===== src/rtl/inv_stream_pkg.sv =====
// Shared defaults and the per-bit inversion helper for the inv_stream_bank slice.
package inv_stream_pkg;

  localparam int unsigned MAX_WIDTH = 64;
  localparam int unsigned DEF_WIDTH = 4;
  localparam int unsigned DEF_CNT_W = 16;

  // Callers zero-extend to MAX_WIDTH and cast the result back to their own width.
  function automatic logic [MAX_WIDTH-1:0] inv_apply(
    input logic [MAX_WIDTH-1:0] data,
    input logic [MAX_WIDTH-1:0] static_mask,
    input logic [MAX_WIDTH-1:0] rt_mask
  );
    return data ^ static_mask ^ rt_mask;
  endfunction

endpackage


===== src/rtl/inv_stream_skid.sv =====
// Generic 2-entry valid/ready skid buffer; in_ready is registered and never
// depends combinationally on out_ready.
module inv_stream_skid #(
  parameter int unsigned W = 4
) (
  input  logic         clk,
  input  logic         rst,
  input  logic [W-1:0] in_data,
  input  logic         in_valid,
  output logic         in_ready,
  output logic [W-1:0] out_data,
  output logic         out_valid,
  input  logic         out_ready
);

  logic [W-1:0] skid_q, skid_n, out_n;
  logic         skid_valid, skid_valid_n, out_valid_n;
  logic         ready_q;
  logic         accept;

  assign accept   = in_valid && ready_q;
  assign in_ready = ready_q;

  always_comb begin
    skid_n       = skid_q;
    skid_valid_n = skid_valid;
    out_n        = out_data;
    out_valid_n  = out_valid;
    // Output slot is free when empty or draining this cycle; skid has priority
    // and is only ever occupied while in_ready is low, so no accept competes.
    if (out_ready || !out_valid) begin
      if (skid_valid) begin
        out_n        = skid_q;
        out_valid_n  = 1'b1;
        skid_valid_n = 1'b0;
      end else if (accept) begin
        out_n       = in_data;
        out_valid_n = 1'b1;
      end else begin
        out_valid_n = 1'b0;
      end
    end else if (accept) begin
      skid_n       = in_data;
      skid_valid_n = 1'b1;
    end
  end

  always_ff @(posedge clk or posedge rst) begin
    if (rst) begin
      skid_q     <= '0;
      skid_valid <= 1'b0;
      out_data   <= '0;
      out_valid  <= 1'b0;
      ready_q    <= 1'b1;
    end else begin
      skid_q     <= skid_n;
      skid_valid <= skid_valid_n;
      out_data   <= out_n;
      out_valid  <= out_valid_n;
      ready_q    <= !skid_valid_n;
    end
  end

endmodule


===== src/rtl/inv_stream_bank.sv =====
// Streaming invertible-pin bank: static XOR runtime mask applied on accept,
// skid-buffered output. Optional out_parity via INV_STREAM_BANK_PARITY_EN.
module inv_stream_bank
  import inv_stream_pkg::*;
#(
  parameter int unsigned      WIDTH    = DEF_WIDTH,
  parameter logic [WIDTH-1:0] INV_MASK = '0,
  parameter int unsigned      CNT_W    = DEF_CNT_W
) (
  input  logic             clk,
  input  logic             rst,
  input  logic [WIDTH-1:0] in_data,
  input  logic             in_valid,
  output logic             in_ready,
  output logic [WIDTH-1:0] out_data,
  output logic             out_valid,
  input  logic             out_ready,
  input  logic             cfg_we,
  input  logic [WIDTH-1:0] cfg_mask,
  output logic [WIDTH-1:0] mask_q,
`ifdef INV_STREAM_BANK_PARITY_EN
  output logic             out_parity,
`endif
  output logic [CNT_W-1:0] beat_cnt
);

  typedef struct packed {
`ifdef INV_STREAM_BANK_PARITY_EN
    logic             parity;
`endif
    logic [WIDTH-1:0] data;
  } beat_t;

  beat_t            beat_in, beat_out;
  logic [WIDTH-1:0] eff;
  logic             accept;

  assign accept = in_valid && in_ready;
  assign eff    = WIDTH'(inv_apply(MAX_WIDTH'(in_data), MAX_WIDTH'(INV_MASK),
                                   MAX_WIDTH'(mask_q)));

  always_comb begin
    beat_in      = '0;
    beat_in.data = eff;
`ifdef INV_STREAM_BANK_PARITY_EN
    beat_in.parity = ^eff;
`endif
  end

  inv_stream_skid #(
    .W($bits(beat_t))
  ) u_skid (
    .clk      (clk),
    .rst      (rst),
    .in_data  (beat_in),
    .in_valid (in_valid),
    .in_ready (in_ready),
    .out_data (beat_out),
    .out_valid(out_valid),
    .out_ready(out_ready)
  );

  assign out_data = beat_out.data;
`ifdef INV_STREAM_BANK_PARITY_EN
  assign out_parity = beat_out.parity;
`endif

  always_ff @(posedge clk or posedge rst) begin
    if (rst) begin
      mask_q   <= '0;
      beat_cnt <= '0;
    end else begin
      if (cfg_we) mask_q <= cfg_mask;
      if (accept) beat_cnt <= beat_cnt + CNT_W'(1);
    end
  end

endmodule


===== config.mk =====
export PLATFORM = sky130hd
export DESIGN_NAME = inv_stream_bank
export DESIGN_NICKNAME = d
export VERILOG_FILES = /design/src/rtl/inv_stream_pkg.sv /design/src/rtl/inv_stream_skid.sv /design/src/rtl/inv_stream_bank.sv
export SDC_FILE = /design/constraint.sdc
export NUM_CORES = 1
export LEC_CHECK = 0
export ABC_AREA = 0
export CAP_MARGIN = 20
export CORE_AREA = 2 2 62 64
export CTS_CLUSTER_DIAMETER = 200
export CTS_CLUSTER_SIZE = 30
export DETAILED_ROUTE_END_ITERATION = 16
export DIE_AREA = 0 0 64 66
export GPL_TIMING_DRIVEN = 0
export PLACE_DENSITY = 0.69
export SYNTH_ARGS = -nofsm -noshare
export SYNTH_HDL_FRONTEND = slang
export SYNTH_SLANG_ARGS = --single-unit

===== constraint.sdc =====
create_clock -name clk -period 1.55 [get_ports clk]
set_clock_uncertainty 0.15 [all_clocks]
set_input_delay 0.31 -clock clk [delete_from_list [all_inputs] [get_ports clk]]
set_output_delay 0.31 -clock clk [all_outputs]
set_load 0.03 [all_outputs]

==> flow_summary_export.csv <==
group,metric,value,unit
status,status,"complete, no violations",
floorplan,top_level_ports,39,
placement,place.gp.congestion,0.734,
floorplan,die_x,64,um
detailed_routing,wl_per_cell,12.6,um
setup_path,startpoint_type,"flip-flop",
synthesis,syn-cell-area,1360,sq um
min_path,timing.hold.worst.class,"in2async",
final_layout,mostFrequentLayoutCells,"dfrtp_1 (24), nand2_1 (14), clkdlybuf4s50_1 (12), buf_2 (12), xnor2_1 (11)",
grt,first_global_vias,1006,
clocking,clock_latency,320,ps
grt,grt_max_degree,22,
setup_path,crit_fanout,3,
floorplan,die_y,66,um
setup_path,path_class,"reg2out",
final_layout,final_layout_size_suffix_gt1_share,37.7,%
pwr,p_per_area,1270,nW/um^2
setup_path,crit_required,1090,ps
clocking,htree_levels,2,
grt,grt_overflow_total,0,
placement,port_buffers,38,
timing,fmax,665,MHz
timing,slew_headroom,66.6,%
detailed_routing,via_per_inst,4.64,
pwr,ir_drop,0.000724,V
clocking,cts_root_buffer,"clkbuf_4",
synthesis,synth.net_count,130,
final_layout,fin_cells,215,
final_layout,stdcell_area,1860,sq um
final_layout,final_common_cell,"dfrtp_1",
pwr,total_power,2.37,mW
synthesis,yosys.area.top_type,"dfrtp_1",
setup_path,crit_slowest_cell,"dfstp_2",
timing,fin_crit_sh,97.0,%
timing,layout_setup_ws,46.2,ps
placement,dp_hpwl,1980,um
setup_path,path_buf_inv,1,
placement,dpl_cell_area,1830,sq um
final_layout,final_util,52.4,%
final_layout,area_growth,37.2,%
clocking,clk_pin_slew,90,ps
synthesis,synth.yosys.seq_area_share,57.3,%
timing,drv_slew,0,
synthesis,synth_top_area_share,55.4,%
synthesis,syn_inst,116,
floorplan,start_util,38.2,%
clocking,cts_tree,"done",
grt,grt_pass1_wl,4730,um
pwr,p_leak,0.877,nW
synthesis,yosys-top-cells-area,"dfrtp_1 (55%), xnor2_1 (7.1%), xor2_1 (5.2%), mux2_2 (4.2%), nand2_1 (3.9%)",
clocking,cts_buffers,5,
setup_path,cp-end-kind,"output port",
placement,pre_cts_slack,-266,ps
detailed_routing,firstDrtPassIters,4,
synthesis,ys_types,27,
synthesis,ys_ff_latch,31,
timing,fin_crit,1500,ps
floorplan,die_area,4220,sq um
clocking,clk_path_buf_depth,2,
grt,antenna_found_initial,0,
placement,dp_cells,203,
setup_path,crit_family,"flip-flops",
synthesis,yosysWarnings,0,
floorplan,design.core.area,3550,sq um
job,maxCapViolCount,0,
timing,final-hold-violation-count,0,
timing,tightestPinTransition,501,ps
detailed_routing,finalWirelength,2700,um
final_layout,final_nets,180,
timing,rsz0062_at_grt,"true",
synthesis,syn_area_per_cell,11.7,sq um
final_layout,fill_cells,327,
clocking,cts_hold_buf,0,
timing,finalSetupViolCount,0,
setup_path,crit_chain,"buf_4",
detailed_routing,drc,0,
setup_path,cp_slowest_stage_delay,560,ps
setup_path,cp_data_arrival_time,1040,ps
grt,grt.total_usage,14.9,%
floorplan,fp-row-count,22,
clocking,cts_num_sinks,31,
detailed_routing,drtIter0Drc,40,
detailed_routing,via_count,997,
detailed_routing,antenna_left,0,
final_layout,n_antenna_cell,0,
## repair_timing
action | CTS | global route
pin swaps | 0 | 4
gates resized for setup | 83 | 32
endpoints found under the setup margin | 28 | 23
buffers inserted | 0 | 5
## worst reg2reg max path: cells and delay by family, from the launching register on
kind	cells	cell delay [ps]
and+or+nand+nor	3	450
DFF	1	560
xor gates and xnor gates	1	120
buffers and inverters	1	110
## routing by layer
metal / track usage [%] / vias up / wire length [um]
met4: 6.52 / 0 / 49
met3: 5.11 / 6 / 136
met5: 0 / - / 0
met1: 17.9 / 478 / 1200
li1: - / 488 / -
met2: 24.3 / 25 / 1320
## kinds of logic (layout without fill, tap and decap cells)
group	count (synthesis)	after routing	share of synthesized area (%)
xor gates and xnor gates	19	19	12.3
buffers and inverters	5	56	1.48
adders and majority gates	1	1	0.922
muxes	5	5	4.15
DFF	31	31	57.3
AOI/OAI and AO/OA	14	14	5.44
and+or+nand+nor	41	41	18.5
## per-stage QoR
| stage | TNS [ps] | hold slack (ps) |
|---|---|---|
| finish | 0 | 159 |
| global placement | -12770 | 310 |
| detailed placement | -4040 | 316 |
| floorplan | -67.5 | 263 |
| global route | -34.0 | 178 |
| CTS | 0 | 166 |
## power breakdown
group          switching [mW]  total [mW]  leakage [nW]  internal [mW]
clock                   0.257       0.438        0.0265          0.181
combinational           0.474       0.778         0.470          0.304
sequential              0.167        1.15         0.381          0.985
total                   0.899        2.37         0.877           1.47
## sequential cells by signal (all words and copies together), names as in the netlist
| register | flops |
|---|---|
| u_skid.skid_valid | 1 |
| u_skid.out_valid | 1 |
| mask_q | 4 |
| u_skid.in_ready | 1 |
| u_skid.skid_q | 4 |
| beat_cnt | 16 |
| u_skid.out_data | 4 |
## synthesized netlist by cell type (all sizes together)
cell type / n
nand3: 4
nand2: 14
o21ai: 10
nor4: 1
inv: 3
xnor2: 11
nor2b: 1
and4: 1
and3: 3
ha: 1
a21oi: 4
dfrtp: 30
mux2: 5
nand4: 4
nor2: 8
xor2: 8
buf: 1
nor3: 2
nand2b: 1
clkbuf: 1
and2: 2
dfstp: 1
## worst paths after layout
kind | from | end | slack, ps | cells past startpoint
worst max register to register | u_skid.in_ready | beat_cnt[7] | 60 | 5
worst max-delay path | u_skid.in_ready | in_ready | 50 | 1
worst min register to register | beat_cnt[15] | beat_cnt[15] | 330 | 1
max in group asynchronous | rst | u_skid.in_ready | 540 | 3
worst min-delay path | rst | u_skid.skid_q[1] | 160 | 2
min in group clk | beat_cnt[15] | beat_cnt[15] | 330 | 1
## cell type report
class / instances / area, sq um / area share (%)
Sequential cell: 31 / 785 / 42.2
Timing Repair Buffer: 44 / 368 / 19.8
Tap cell: 48 / 60.1 / 3.23
Clock buffer: 8 / 48.8 / 2.62
Multi-Input combinational cell: 80 / 584 / 31.4
Buffer: 1 / 3.75 / 0.202
Inverter: 3 / 11.3 / 0.605
Note: power is estimated with default switching activity, not from simulation.
==> edit 1: new RTL, same settings <==
The package constant `DEF_CNT_W` goes from 16 to 12.
--- a/src/rtl/inv_stream_pkg.sv
+++ b/src/rtl/inv_stream_pkg.sv
@@ -3,7 +3,7 @@
 
   localparam int unsigned MAX_WIDTH = 64;
   localparam int unsigned DEF_WIDTH = 4;
-  localparam int unsigned DEF_CNT_W = 16;
+  localparam int unsigned DEF_CNT_W = 12;
 
   // Callers zero-extend to MAX_WIDTH and cast the result back to their own width.
   function automatic logic [MAX_WIDTH-1:0] inv_apply(
Ports: changed (resized beat_cnt); port bits go from 39 to 35. The function was not compared with the original's and may differ.
==> edit 1 against the unedited design <==
- register-to-register slack improved by 0.04 ns
- power fell by 6.5%
- sequential cell count fell by 4
- combinational power rose by 15%
- die area did not move
- synthesized area fell by 14%
- fmax fell by 1.3%
- via count fell by 13%
- routed wire length fell by 14%
- final area fell by 12%
- setup slack got worse by 0.020 ns
- highest routed layer is now met3
==> edit 1: results (changes against the unedited design) <==
----------------------------------------------------
[Synthesis]
  Number of distinct library cell variants in the gate-level netlist after synthesis ... 24 (was 27)
  Dominant cells by area after synthesis ... dfrtp_1, mux2_2, xnor2_1 (was dfrtp_1, xnor2_1, xor2_1)
  Seq/Total Area, Yosys ... 0.583 (was 0.573)
  Ranking of synthesized cells by instance count ... dfrtp_1, nand2_1, xnor2_1, mux2_2, o21ai_0 (was dfrtp_1, nand2_1, xnor2_1, o21ai_0)
  Fraction of the mapped netlist area in compound gates ... 0.0420 (was 0.0544)
  Share of synthesized area spent on multiplexers ... 0.0873 (was 0.0415)

[Setup path]
  Worst reg-to-reg setup slack ... 0.10 ns (was 0.06 ns)
  CP max FO ... 6 (was 3)
  R2R cell count ... 3 (was 5)

[Route]
  Per-cell routed wire length ... 12.1 um (was 12.6 um)
  Via count ... 868 (was 997)
  Initial DRC Count ... 34 (was 40)
  Max Used Layer ... met3 (was met4)
  Routed metal-1 wirelength ... 925 um (was 1200 um)

[Cells and area]
  Largest register FFs ... 12 (was 16)
  Fraction of final layout cells sized beyond drive strength 1 ... 0.366 (was 0.377)
  Total of fill cells in the finished design ... 337 (was 327)
  Net count, final ... 157 (was 180)

[Global routing]
  First-pass GRT wire length ... 4000 um (was 4730 um)
  Pin count of the biggest net entering global routing ... 28 (was 22)

[Placement]
  Number of I/O port buffers ... 34 (was 38)
  Place WS ... -0.399 ns (was -0.266 ns)

[Power and ir drop]
  Maximum ir drop on the vdd rail ... 0.733 mV (was 0.724 mV)
  Standby leakage power ... 0.735 nW (was 0.877 nW)

[Clock network]
  Number of levels in the clock H-tree ... 1 (was 2)
  Cts bufs inserted ... 3 (was 5)
  Clock slew at the register clock pins of the worst setup and hold paths ... 0.13 ns (was 0.09 ns)

[Timing]
  Actual transition at the worst max-transition pin ... 0.369 ns (was 0.501 ns)

[Outcome]
  Outcome ... complete, no violations (unchanged)

----------------------------------------------------
==> edit 1: cell type report <==
class	instances	area [um^2]	share of cell area
clock buffers	4	26.3	0.0161
inverters	2	7.51	0.00459
multi-input cells	67	483	0.295
flip-flops and latches	27	681	0.416
well taps	48	60.1	0.0367
repair buffers	42	379	0.232
==> edit 1: metal layers <==
layer | track usage | up-vias
li1 | - | 421
met1 | 0.141 | 413
met2 | 0.223 | 34
met3 | 0.0426 | 0
met4 | 0 | 0
met5 | 0 | -
==> edit 1: worst max path at each step <==
stage                                endpoint  slack, ns
2_1_floorplan  u_skid.out_data[0]$_DFFE_PP0P_       0.04
6_report                             in_ready       0.03
5_1_grt                              in_ready      -0.03
3_3_place_gp   u_skid.out_data[0]$_DFFE_PP0P_      -0.37
4_1_cts        u_skid.out_data[1]$_DFFE_PP0P_      0.003
3_5_place_dp   u_skid.out_data[1]$_DFFE_PP0P_      -0.40
==> edit 1: power breakdown <==
part	leakage [nW]	internal [W]	switching [W]
registers	0.326	0.000884	0.000145
logic	0.394	0.000370	0.000526
clock network	0.0150	0.000101	0.000191
==> edit 1: through the flow <==
stage	cells	total power (W)	instance area, um^2	hold WS, ns
floorplan	97	0.00158	1160	0.212
global placement	179	0.00195	1560	0.312
detailed placement	179	0.00198	1560	0.321
CTS	187	0.00226	1630	0.352
global route	190	0.00237	1640	0.0915
finish	190	0.00222	1640	0.0980
==> edit 1: timing repair <==
item | 4_1_cts | 5_1_grt
gates resized for setup | 79 | 12
hold endpoints to repair | 0 | 0
endpoints found under the setup margin | 26 | 14
setup buffers | 4 | 3
pin swaps | 0 | 1
==> edit 2: new RTL, same flow settings <==
Without the edit above. Put one more register stage on the output `beat_cnt`, with the module's reset. The value now appears one clock later. The other outputs are not delayed to match.
--- a/src/rtl/inv_stream_bank.sv
+++ b/src/rtl/inv_stream_bank.sv
@@ -30,6 +30,8 @@
 `endif
     logic [WIDTH-1:0] data;
   } beat_t;
+
+  logic [CNT_W-1:0] beat_cnt_s0;
 
   beat_t            beat_in, beat_out;
   logic [WIDTH-1:0] eff;
@@ -68,10 +70,18 @@
   always_ff @(posedge clk or posedge rst) begin
     if (rst) begin
       mask_q   <= '0;
+      beat_cnt_s0 <= '0;
+    end else begin
+      if (cfg_we) mask_q <= cfg_mask;
+      if (accept) beat_cnt_s0 <= beat_cnt_s0 + CNT_W'(1);
+    end
+  end
+
+  always_ff @(posedge clk or posedge rst) begin
+    if (rst) begin
       beat_cnt <= '0;
     end else begin
-      if (cfg_we) mask_q <= cfg_mask;
-      if (accept) beat_cnt <= beat_cnt + CNT_W'(1);
+      beat_cnt <= beat_cnt_s0;
     end
   end
 
Behaviour: not the same (a bounded check fails within 4 cycles, from zero or initial values and one cycle with rst high).
==> edit 2 against the unedited design <==
- the flow now finishes with violations (negative setup slack)
- die area unchanged
- setup slack worse by 0.29 ns
- power up 31%
- routed wire length up 12%
- final area up 21%
- count of clock-buffer cells in the layout down 1
- critical path depth up 3
- synthesized area up 27%
- final cell count up 9.3%
- fmax down 16%
- first-iteration DRC count down 7.5%
- sequential cell count up 16
- sequential share of layout area up 10 points
- critical path type is now reg2reg
- largest power group unchanged
==> edit 2: results (changes against the unedited design) <==
----------------------------------------------------
[Outcome]
  Failing checks ... negative setup slack
  Outcome ... finished with violations (was complete, no violations)

[Synthesis]
  Syn Inst Count ... 136 (was 116)
  Ranking of synthesized cells by instance count ... dfrtp_1, nand2_1, xnor2_1, nor2_1, o21ai_0 (was dfrtp_1, nand2_1, xnor2_1, o21ai_0)
  Number of distinct library cell variants in the gate-level netlist after synthesis ... 24 (was 27)
  Post-Synth Adder-Cell Area ... 0.00724 (was 0.00923)
  Dominant cells by area after synthesis ... dfrtp_1, xnor2_1, nand2_1 (was dfrtp_1, xnor2_1, xor2_1)
  Fraction of the mapped netlist area in compound gates ... 0.0406 (was 0.0544)
  XOR/XNOR Fraction of Synth Area ... 0.0963 (was 0.123)
  Seq/Total Area, Yosys ... 0.681 (was 0.573)
  Share of synthesized area spent on multiplexers ... 0.0326 (was 0.0415)

[Cells and area]
  Net count, final ... 200 (was 180)
  Final standard cell count with taps included and fillers excluded ... 235 (was 215)
  Fraction of final layout cells sized beyond drive strength 1 ... 0.321 (was 0.377)

[Timing]
  Final setup vio count ... 6 (was 0)
  Min setup slack post-route ... -0.241 ns (was 0.0462 ns)
  Total Negative Setup Slacks ... -0.741 ns (was 0 ns)
  Relative slew margins ... 0.356 (was 0.666)

[Worst hold path]
  Kind of path behind the tightest hold check ... reg2reg (was in2async)

[Clock network]
  Clock slew at the register clock pins of the worst setup and hold paths ... 0.13 ns (was 0.09 ns)
  Clock latency reported for the late side of the worst-skew pair ... 0.35 ns (was 0.32 ns)

[Power and ir drop]
  Total internal power ... 0.00205 W (was 0.00147 W)
  Part of the total power dissipated in combinational logic ... 0.278 (was 0.329)
  Power Density ... 1370 nW/um^2 (was 1270 nW/um^2)
  Total sequential power ... 0.00165 W (was 0.00115 W)
  Standby leakage power ... 1.06 nW (was 0.877 nW)

[Setup path]
  Data arrival at the endpoint of the critical path ... 1.93 ns (was 1.04 ns)
  R2R cell count ... 4 (was 5)
  CP endpoint ... beat_cnt_s0[15]$_DFFE_PP0P_ (was in_ready)

[Route]
  Per-cell routed wire length ... 12.9 um (was 12.6 um)
  Vias per cell ... 4.89 (was 4.64)
  Initial DRC Count ... 37 (was 40)

[Placement]
  Routability-driven placement congestion ratio ... 0.747 (was 0.734)
  Cell total after placement ... 222 (was 203)
  Place WS ... -0.522 ns (was -0.266 ns)
  Final HPWL DP ... 2120 um (was 1980 um)
  Post-placement cell area ... 2180 um^2 (was 1830 um^2)

[Global routing]
  GRT Util Overall ... 0.168 (was 0.149)
  Met2 Usage GRT ... 0.285 (was 0.243)
  Met3 usage in global routing ... 0.0647 (was 0.0511)
  Pin count of the biggest net entering global routing ... 48 (was 22)

----------------------------------------------------
[edit 2: cell count changes after synthesis, moves of 2 or more]
cell and delta:
nand2_1 +2, nor3_1 +2, nand4_1 +2, and3_1 -2, dfrtp_1 +16, nor2_1 +2, xnor2_1 +2, xor2_1 -2
[edit 2: worst min path at each step]
stage,startpoint,end,slack (ns)
2_1_floorplan,rst,beat_cnt[0]$_DFF_PP0_,0.18
3_3_place_gp,beat_cnt_s0[15]$_DFFE_PP0P_,beat_cnt[15]$_DFF_PP0_,0.23
3_5_place_dp,beat_cnt_s0[15]$_DFFE_PP0P_,beat_cnt[15]$_DFF_PP0_,0.24
4_1_cts,beat_cnt_s0[15]$_DFFE_PP0P_,beat_cnt[15]$_DFF_PP0_,0.27
5_1_grt,beat_cnt_s0[15]$_DFFE_PP0P_,beat_cnt[15]$_DFF_PP0_,0.29
6_report,beat_cnt_s0[15]$_DFFE_PP0P_,beat_cnt[15]$_DFF_PP0_,0.26
[edit 2: worst max-delay path, stage by stage, from the launching register on]
cell     delay [ns]
dfstp_2        0.58
nand4_1        0.11
or4_4          0.55
nor3_4         0.19
xor2_1         0.15
[edit 2: cell type report]
cell class / instances / area (um^2)
plain buffers: 2 / 15.0
clock buffers: 7 / 55.1
clock inverters: 1 / 5.00
fillers: 289 / 1290
inverters: 3 / 15.0
multi-input cells: 84 / 567
flip-flops and latches: 47 / 1180
well taps: 48 / 60.1
repair buffers: 43 / 360
[edit 2: repair_timing]
| action | CTS | global route |
|---|---|---|
| gates resized for setup | 75 | 37 |
| pin swaps | 3 | 0 |
| setup endpoints to repair | 36 | 29 |
| setup buffers | 3 | 2 |
| hold buffers | 0 | 0 |
[edit 2: metal layers]
layer,part of all wire,up-vias
met5,0,-
met4,0,0
met3,0.069,0
met2,0.52,40
met1,0.41,561
li1,-,549
